--- src/rtl/rcv_sequencer.sv ---
// UART receive control sequencer: synchronizes the serial line, qualifies the
// start bit at mid-bit, latches per-packet timing, gates the bit timer and
// checks the stop bit before handing the byte to the receive buffer.
module rcv_sequencer (
  input  logic        clk,
  input  logic        rst,
  input  logic        serial_in,
  input  logic [13:0] cfg_bit_period,
  input  logic [3:0]  cfg_data_size,
  input  logic        packet_done,
  input  logic        stop_bit,
  input  logic        data_read,
  output logic        enable_timer,
  output logic [13:0] bit_period,
  output logic [3:0]  data_size,
  output logic        load_buffer,
  output logic        data_ready,
  output logic        framing_error,
  output logic        overrun_error,
  output logic        busy
);

  typedef enum logic [2:0] {
    IDLE      = 3'd0,
    START_CHK = 3'd1,
    RECEIVE   = 3'd2,
    STOP_CHK  = 3'd3,
    LOAD      = 3'd4
  } state_t;

  state_t      state;
  logic        s1, s2, s3;
  logic [13:0] hc;
  logic        start_edge;
  logic [13:0] bp_clamped;
  logic [3:0]  ds_clamped;
  logic [13:0] half_m1;

  // s3 holds the previous s2 so a falling line is seen exactly once
  assign start_edge = ~s2 & s3;

  // Clamp the incoming configuration and derive the start-bit sample point
  always_comb begin
    bp_clamped = cfg_bit_period;
    if (cfg_bit_period < 14'd4) bp_clamped = 14'd4;
    ds_clamped = cfg_data_size;
    if (cfg_data_size < 4'd5) ds_clamped = 4'd5;
    else if (cfg_data_size > 4'd8) ds_clamped = 4'd8;
    half_m1 = (bit_period >> 1) - 14'd1;
  end

  // Two-flop synchronizer plus one history flop; idle line is high
  always_ff @(posedge clk or posedge rst) begin
    if (rst) begin
      s1 <= 1'b1;
      s2 <= 1'b1;
      s3 <= 1'b1;
    end else begin
      s1 <= serial_in;
      s2 <= s1;
      s3 <= s2;
    end
  end

  // Receive FSM; outputs are registered alongside the state they decode
  always_ff @(posedge clk or posedge rst) begin
    if (rst) begin
      state         <= IDLE;
      hc            <= 14'd0;
      enable_timer  <= 1'b0;
      load_buffer   <= 1'b0;
      data_ready    <= 1'b0;
      framing_error <= 1'b0;
      overrun_error <= 1'b0;
      busy          <= 1'b0;
      bit_period    <= 14'd10;
      data_size     <= 4'd8;
    end else begin
      load_buffer <= 1'b0;
      // Consumer acknowledge; a coinciding LOAD below overrides this
      if (data_read) begin
        data_ready    <= 1'b0;
        overrun_error <= 1'b0;
      end
      case (state)
        IDLE: begin
          if (start_edge) begin
            bit_period    <= bp_clamped;
            data_size     <= ds_clamped;
            framing_error <= 1'b0;
            hc            <= 14'd0;
            state         <= START_CHK;
            busy          <= 1'b1;
          end
        end
        START_CHK: begin
          if (hc == half_m1) begin
            if (!s2) begin
              state        <= RECEIVE;
              enable_timer <= 1'b1;
            end else begin
              // Line went back high before mid start bit: a glitch
              state <= IDLE;
              busy  <= 1'b0;
            end
          end else begin
            hc <= hc + 14'd1;
          end
        end
        RECEIVE: begin
          if (packet_done) begin
            state        <= STOP_CHK;
            enable_timer <= 1'b0;
          end
        end
        STOP_CHK: begin
          if (stop_bit) begin
            state       <= LOAD;
            load_buffer <= 1'b1;
          end else begin
            framing_error <= 1'b1;
            state         <= IDLE;
            busy          <= 1'b0;
          end
        end
        LOAD: begin
          data_ready <= 1'b1;
          if (data_ready && !data_read) overrun_error <= 1'b1;
          state <= IDLE;
          busy  <= 1'b0;
        end
        default: begin
          state        <= IDLE;
          enable_timer <= 1'b0;
          busy         <= 1'b0;
        end
      endcase
    end
  end

endmodule

--- config.mk ---
export PLATFORM = sky130hd
export DESIGN_NAME = rcv_sequencer
export DESIGN_NICKNAME = d
export VERILOG_FILES = /design/src/rtl/rcv_sequencer.sv
export SDC_FILE = /design/constraint.sdc
export NUM_CORES = 1
export LEC_CHECK = 0
export CORE_ASPECT_RATIO = 1.1
export CORE_MARGIN = 3
export CORE_UTILIZATION = 52
export DETAILED_ROUTE_END_ITERATION = 12
export GPL_TIMING_DRIVEN = 0
export PLACE_DENSITY = 0.84
export SLEW_MARGIN = 20
export SYNTH_ARGS = -nofsm -noshare
export SYNTH_HDL_FRONTEND = slang
export SYNTH_SLANG_ARGS = --single-unit
--- constraint.sdc ---
create_clock -name clk -period 3.34 [get_ports clk]
set_input_delay 0.334 -clock clk [delete_from_list [all_inputs] [get_ports clk]]
set_output_delay 0.334 -clock clk [all_outputs]
set_load 0.1 [all_outputs]
### Word level (Yosys, flattened, before mapping)

Cells that the tools add are included.

* logic and storage cells: 78
* input bits: 24
* output and inout bits: 24
* bits in registers: 44

* $add $sub $neg: 2
* magnitude comparators: 3
* multiplexer cells: 31
* reductions and logical operators: 13
* bitwise gates (word level): 4
* equality and inequality tests: 12

Operators by type and width (number)
* 2-to-1 mux 14 bit: 3
* case mux 14 bit (2 select lines): 1
* 2-to-1 mux 1 bit: 16
* adder 14 x 1 -> 14 bit, second input constant: 1
* equality test 14 bit: 1
* less-than comparator 14 x 3 -> 1 bit, second input constant: 1
* != test 2 bit, second input constant: 7
* subtractor 13 x 1 -> 14 bit, second input constant: 1
* 2-to-1 mux 3 bit: 4
* case mux 3 bit (4 select lines): 1
* AND reduction 3 bit: 3
* 2-to-1 mux 4 bit: 2
* equality test 3 x 2 -> 1 bit, second input constant: 2
* nonzero test 2 bit: 3
* AND reduction 5 bit: 1
* > comparator 4 bit, second input constant: 1
* less-than comparator 4 x 3 -> 1 bit, second input constant: 1
* case mux 1 bit (4 select lines): 1
* AND reduction 4 bit: 1
* equality test 3 x 1 -> 1 bit, second input constant: 1
* equality test 3 bit, second input constant: 1
* zero test 3 bit: 1
* inverter 1 bit: 3
* case mux 1 bit (3 select lines): 1
* 7 further kinds: 7

### Logic depth before layout (Yosys ltp)

Gate-level depths: netlist of run 1.

* word-level depth: 4
* gate-level depth with buffers: 13

### Least setup slack after synthesis of run 1

Ideal clock, no wire load.

* path kind: reg2reg
* start point: register bit_period[2]
* end point: register hc[13]
* arrival: 3.178 ns
* cell stages (with the launch flop): 14
* slack: 0.087 ns
* buffers on the path: 3
* data required time: 3.264 ns
* path through: dfrtp_1 -> inv_1 -> ha_1 -> or4b_1 -> buf_2 -> nor4_4 -> xnor2_1 -> o21a_1 -> nor4b_4 -> and4_4 -> buf_6 -> buf_12 -> o21ai_1 -> a21oi_2

* word-level cells in the longest chain between the ends: 4

RTL lines
* start: declaration: RTL line 14 `output logic [13:0] bit_period,`
* start signal: assignment: RTL line 88 `bit_period <= bp_clamped;`
* subtractor 13 x 1 -> 14 bit: RTL line 49 `half_m1 = (bit_period >> 1) - 14'd1;`
* equality test 14 bit: RTL line 97 `if (hc == half_m1) begin`
* != test 2 bit (no line)
* AND reduction 3 bit (no line)
* end signal: assignment: RTL line 107 `hc <= hc + 14'd1;`
* end: declaration: RTL line 33 `logic [13:0] hc;`

Every way passes these cells.
A chain may end at the register's enable or synchronous reset.

### Worst setup path in the final report of run 1

Ends and elaborated chain as after synthesis.

==> reports/results.ini, run 1 <==
[grt]
antenna_found_initial = 0
grtUsageTotal_pct = 23.42
grt_pass1_vias = 2292
grt_max_degree = 27
grt_pass1_wl_um = 10850
grt.overflow.total = 0

[placement]
io_buffers = 47
dp_hpwl_um = 4922
gp_congestion = 0.8855

[clock_network]
numCtsBuffers = 5
htreeDepth = 2
cts_buffer_depth = 2
postCtsHoldBufs = 0
cts_root_buf = clkbuf_8
post_cts_buffers = 0
clk_transition_reported_paths_ns = 0.09
clk_latency_ns = 0.31
ctsResizeCount = 0
cts_sinks = 44
cts_tree = yes

[cells_and_area]
layout-drive-gt1-share_pct = 10.70
nets = 380
final_util_pct = 69.31
nFillCells = 374
syn_to_final_growth_pct = 26.13
antennaDiodeCount = 0

[logic_synthesis]
synth_ff_type = dfrtp_1
synthesis.nets = 325
ys_seq_area_share_pct = 42.47
ys_seq_elements = 44
syn_area_sq_um = 2610
yosys_warnings = 0
synth_cell_type_count = 58
synth_cells = 299
synth_edf_count = 0
avgSynthCellArea_sq_um = 8.729
async_flop_share_pct = 100.0

[floorplan]
dieArea_sq_um = 5906
initial_utilization_pct = 54.95
die_h_um = 80.31
die_x_um = 73.55
rows = 26
coreArea_sq_um = 4750
pin_count = 48

[timing]
setup_viol = 0
fmax_mhz = 317.6
drv_slew = 0
hold-worst-slack_ns = 0.3287
fin_crit_ns = 3.148
clock_skew_ns = 0.007173
fin_tns_setup_ns = 0
worstMarginPinSlew_ns = 0.9943
rsz0062_at_grt = no
max-slew-margin-rel_pct = 33.50
finalCritPeriodShare_pct = 94.26
hold_viol_final = 0

[drt]
antenna_left = 0
drtIter0Drc = 139
vias = 2420
wire_per_inst_um = 15.88
vias_per_cell = 5.888
drc = 0
first_pass_iters = 5
routed_wl_um = 6526

[run_status]
status = complete, no violations

[power]
clockPowerShare_pct = 13.5
p_comb_share_pct = 58.7
p_int_w = 0.001501
sequentialPowerShare_pct = 27.8
p_total_w = 0.003283
irDropWorstVdd_mv = 0.6423
swShare_pct = 54.29
powerDensity_nw_per_um2 = 997.4
p_sw_w = 0.001782
leakagePower_nw = 1.359

[worst_hold_path]
hold_path_class = in2async

[setup_path]
critPathTopFamily = simple AND/OR/NAND/NOR gates
crit_fanout = 10
crit_path_cell_trace = inv_1, ha_1, or4b_1, buf_2, nor4_4, xnor2_1, o21a_1, nor4b_4, and4_4, buf_6, buf_12, o21ai_1, a21oi_2
reg2reg_from = bit_period[2]$_DFFE_PP0P_
crit_required_ns = 3.57
r2r-end = hc[13]$_DFFE_PP0P_
critPathLaunchType = register
critPathSlowestCell = or4b_1
crit_type = reg2reg
cp_num_buf_inv = 4
cp_data_arrival_time_ns = 3.38
ff2ff_path_depth = 13
cp-end-kind = register
critPathMaxStageDelay_ns = 0.45
rrSetupSlack_ns = 0.19

[run]
drv_cap = 0

-- routing by layer --
metal	track usage (%)	vias up	routed length, um
li1	-	1173	-
met1	29.84	1171	2783
met2	40.69	67	3336
met3	2.753	9	296
met4	7.609	0	109
met5	0	-	0
-- cell type report --
class	instances	area [sq um]	share of cell area, %
multi-input combinational	225	1355	41.16
buffer	16	93.84	2.851
timing repair buffer	48	490.5	14.90
clock buffer	6	82.58	2.509
clock inverter	2	38.79	1.178
inverter	14	52.55	1.596
sequential	44	1109	33.68
tap	56	70.07	2.128
-- synthesized netlist by cell type, types with 4 or more instances --
library cell / n / share of area, %
a21oi_1: 8 / 1.5
or4_1: 6 / 1.7
nand2b_1: 9 / 2.2
nand4_1: 7 / 1.7
o22ai_1: 4 / 0.96
xnor2_1: 6 / 2.0
o21ai_0: 11 / 2.1
nand2_1: 65 / 9.3
nor4_1: 6 / 1.4
nor3_1: 6 / 1.2
dfstp_2: 6 / 6.0
dfrtp_1: 38 / 36
clkbuf_1: 10 / 1.4
a21oi_2: 4 / 1.3
mux2i_1: 4 / 1.5
inv_1: 14 / 2.0
nor2_1: 19 / 2.7
a31oi_1: 5 / 1.2
xor2_1: 5 / 1.7
o211ai_1: 6 / 1.7
or3_1: 6 / 1.4
-- registers in the layout, indices dropped and copies added, names as in the netlist --
name and count:
state 3, s3 1, s1 1, framing_error 1
data_size 4, enable_timer 1, load_buffer 1, bit_period 14
data_ready 1, s2 1, busy 1, overrun_error 1
hc 14
-- stage by stage --
step | cell area, sq um | worst slack [ns] | cells
2_1_floorplan | 2610 | 0.08684 | 299
3_3_place_gp | 3151 | 0.3066 | 402
3_5_place_dp | 3171 | 0.2710 | 403
4_1_cts | 3292 | 0.2083 | 411
5_1_grt | 3292 | 0.04540 | 411
6_report | 3292 | 0.1918 | 411
-- worst max path at each step --
stage                           end  cells past startpoint  slack (ns)                       from
2_1_floorplan    hc[13]$_DFFE_PP0P_                     13        0.09  bit_period[2]$_DFFE_PP0P_
3_3_place_gp   state[1]$_DFFE_PP0P_                     13        0.31  bit_period[2]$_DFFE_PP0P_
3_5_place_dp   state[1]$_DFFE_PP0P_                     13        0.27  bit_period[2]$_DFFE_PP0P_
4_1_cts          hc[13]$_DFFE_PP0P_                     13        0.21  bit_period[2]$_DFFE_PP0P_
5_1_grt          hc[13]$_DFFE_PP0P_                     13        0.05  bit_period[2]$_DFFE_PP0P_
6_report         hc[13]$_DFFE_PP0P_                     13        0.19  bit_period[2]$_DFFE_PP0P_
-- power groups by stage --
stage	clock network (W)	registers, W	logic (W)
final	0.000442	0.000913	0.00193
after CTS	0.000444	0.000912	0.00193
after floorplan	0	0.00171	0.000668
after global routing	0.000464	0.000942	0.00204
after global placement	0	0.000906	0.00189
after detailed placement	0	0.000922	0.00193
-- placed cells by master (no fill, tap or decap), types with 7 or more instances in the layout --
cell type,Yosys,final
inv_1,14,13
a21oi_1,8,8
clkdlybuf4s50_1,0,47
o21ai_0,11,11
nor2_1,19,19
nand2_1,65,65
nand2b_1,9,9
nand4_1,7,7
dfrtp_1,38,38
clkbuf_1,10,10
-- cells by family (layout without fill, tap and decap cells) --
family                   Yosys count  count (layout)  synth area share [%]
XOR/XNOR                          11              11                 3.691
AND/OR/NAND/NOR                  144             144                 28.81
multiplexers                       4               4                 1.534
flip-flops                        44              44                 42.47
adder cells (fa/ha/maj)            2               2                0.9586
buffers and inverters             30              86                 5.609
AO/OA/AOI/OAI                     64              64                 16.92
Power figures use the tool's default switching activity.
==> inputs of run 2 (changes only) <==
Settings changed: CORE_UTILIZATION 52 to 54, CTS_BUF_LIST from default to sky130_fd_sc_hd__clkbuf_4 sky130_fd_sc_hd__clkbuf_8, PLACE_DENSITY 0.84 to 0.94, SLEW_MARGIN 20 to 15.
==> run 2 against run 1 <==
  * Die area decreased by 3.4%
  * Register-to-register slack improved by 0.05 ns
  * Via count increased by 1.0%
  * Global-route usage increased by 0.51 points
  * Combinational power about the same
  * Non-clock buffer count unchanged
  * Clock power increased by 11%
  * Critical path type unchanged
  * Largest cell class unchanged
  * Largest power group unchanged
==> reports/results.ini, run 2 (synthesized netlist as in run 1, its figures left out) <==
[floorplan]
initial_utilization_pct = 58.35
dieArea_sq_um = 5704
coreArea_sq_um = 4473
rows = 25
die_h_um = 78.92
pin_count = 48
die_x_um = 72.29

[setup_path]
crit_start = bit_period[2]$_DFFE_PP0P_
critPathSlowestCell = dfrtp_1
cp_num_buf_inv = 4
critPathLaunchType = register
cp_data_arrival_time_ns = 3.32
crit_fanout = 10
critPathMaxStageDelay_ns = 0.44
critPathTopFamily = simple AND/OR/NAND/NOR gates
rrSetupSlack_ns = 0.24
reg2reg_from = bit_period[2]$_DFFE_PP0P_
ff2ff_path_depth = 13
crit_path_cell_trace = inv_1, ha_1, or4b_1, buf_2, nor4_4, xnor2_1, o21a_1, nor4b_4, and4_4, buf_6, buf_12, o21ai_1, a21oi_2
crit_required_ns = 3.57
cp-end-kind = register
r2r-end = hc[13]$_DFFE_PP0P_
crit_type = reg2reg

[clock_network]
numCtsBuffers = 5
post_cts_buffers = 0
cts_buffer_depth = 2
postCtsHoldBufs = 0
cts_tree = yes
clk_latency_ns = 0.30
cts_sinks = 44
clk_transition_reported_paths_ns = 0.08
htreeDepth = 2
ctsResizeCount = 0
cts_root_buf = clkbuf_8

[timing]
finalCritPeriodShare_pct = 92.71
fin_crit_ns = 3.096
hold_viol_final = 0
max-slew-margin-rel_pct = 33.02
worstMarginPinSlew_ns = 0.9955
drv_slew = 0
hold-worst-slack_ns = 0.3545
setup_viol = 0
rsz0062_at_grt = no
fmax_mhz = 323.0
clock_skew_ns = 0.008712
fin_tns_setup_ns = 0

[cells_and_area]
final_common_cell = nand2_1
antennaDiodeCount = 0
syn_to_final_growth_pct = 26.61
layout-drive-gt1-share_pct = 10.70
design_area_sq_um = 3304
nFillCells = 314
layout_common_cells = nand2_1 (65), clkdlybuf4s50_1 (47), dfrtp_1 (38)
nets = 380
reg.largest.list = bit_period (14), hc (14), data_size (4)

[grt]
grt_pass1_wl_um = 10840
antenna_found_initial = 0
grt.overflow.total = 0
grtUsageTotal_pct = 23.93
grt_pass1_vias = 2355
grt_max_degree = 26

[drt]
vias = 2445
drc = 0
vias_per_cell = 5.978
first_pass_iters = 5
drtIter0Drc = 205
wire_per_inst_um = 15.60
routed_wl_um = 6380
antenna_left = 0

[power]
irDropWorstVdd_mv = 0.7930
leakagePower_nw = 1.367
p_sw_w = 0.001766
p_comb_share_pct = 58.0
p_int_w = 0.001563
clockPowerShare_pct = 14.8
sequentialPowerShare_pct = 27.3
powerDensity_nw_per_um2 = 1008
swShare_pct = 53.05

[placement]
io_buffers = 47
postPlaceCellArea_sq_um = 3168
gp_congestion = 0.8763
dp_hpwl_um = 4754

[worst_hold_path]
hold_path_class = in2async

[run]
drv_cap = 0

[run_status]
status = complete, no violations

[run 2: final cells by class]
type | instances | area [sq um] | share of cell area [%]
Buffer | 16 | 93.84 | 2.840
Clock buffer | 6 | 76.32 | 2.310
Clock inverter | 2 | 60.06 | 1.817
Inverter | 14 | 52.55 | 1.590
Multi-Input combinational cell | 225 | 1355 | 41.01
Sequential cell | 44 | 1109 | 33.55
Tap cell | 54 | 67.56 | 2.045
Timing Repair Buffer | 48 | 490.5 | 14.84
[run 2: routing by layer]
layer | part of all wire, % | vias to the layer above | track usage [%]
li1 | - | 1173 | -
met1 | 43 | 1178 | 30.47
met2 | 51 | 85 | 40.89
met3 | 4.8 | 9 | 4.557
met4 | 1.4 | 0 | 7.143
met5 | 0 | - | 0
[run 2: power by group through the flow]
| stage | Sequential, W | Clock, W | Combinational, W |
|---|---|---|---|
| final | 0.000908 | 0.000491 | 0.00193 |
| after global routing | 0.000937 | 0.000516 | 0.00205 |
| after CTS | 0.000905 | 0.000497 | 0.00193 |
| after detailed placement | 0.000913 | 0 | 0.00193 |
| after global placement | 0.000904 | 0 | 0.00188 |
| after floorplan | 0.00171 | 0 | 0.000668 |
[run 2: per-stage QoR]
stage,cells,setup slack (ns),utilization (%),total power (W)
2_1_floorplan,299,0.08684,-,0.002382
3_3_place_gp,400,0.3380,70.38,0.002782
3_5_place_dp,401,0.2823,70.83,0.002838
4_1_cts,409,0.2487,73.87,0.003335
5_1_grt,409,0.06954,73.87,0.003502
6_report,409,0.2436,73.87,0.003330
[run 2: how the worst max path moves through the flow]
stage / depth (start not counted) / end / slack [ns]
after floorplan: 13 / hc[13]$_DFFE_PP0P_ / 0.09
after global placement: 13 / state[1]$_DFFE_PP0P_ / 0.34
after detailed placement: 13 / hc[13]$_DFFE_PP0P_ / 0.28
after CTS: 13 / hc[13]$_DFFE_PP0P_ / 0.25
after global routing: 13 / hc[13]$_DFFE_PP0P_ / 0.07
final: 13 / hc[13]$_DFFE_PP0P_ / 0.24
==> inputs of run 3 (changes only) <==
Settings changed: CTS_CLUSTER_DIAMETER from default to 80.
==> results of run 3 <==
The final DEF is identical to that of run 2; final timing and power are the same.
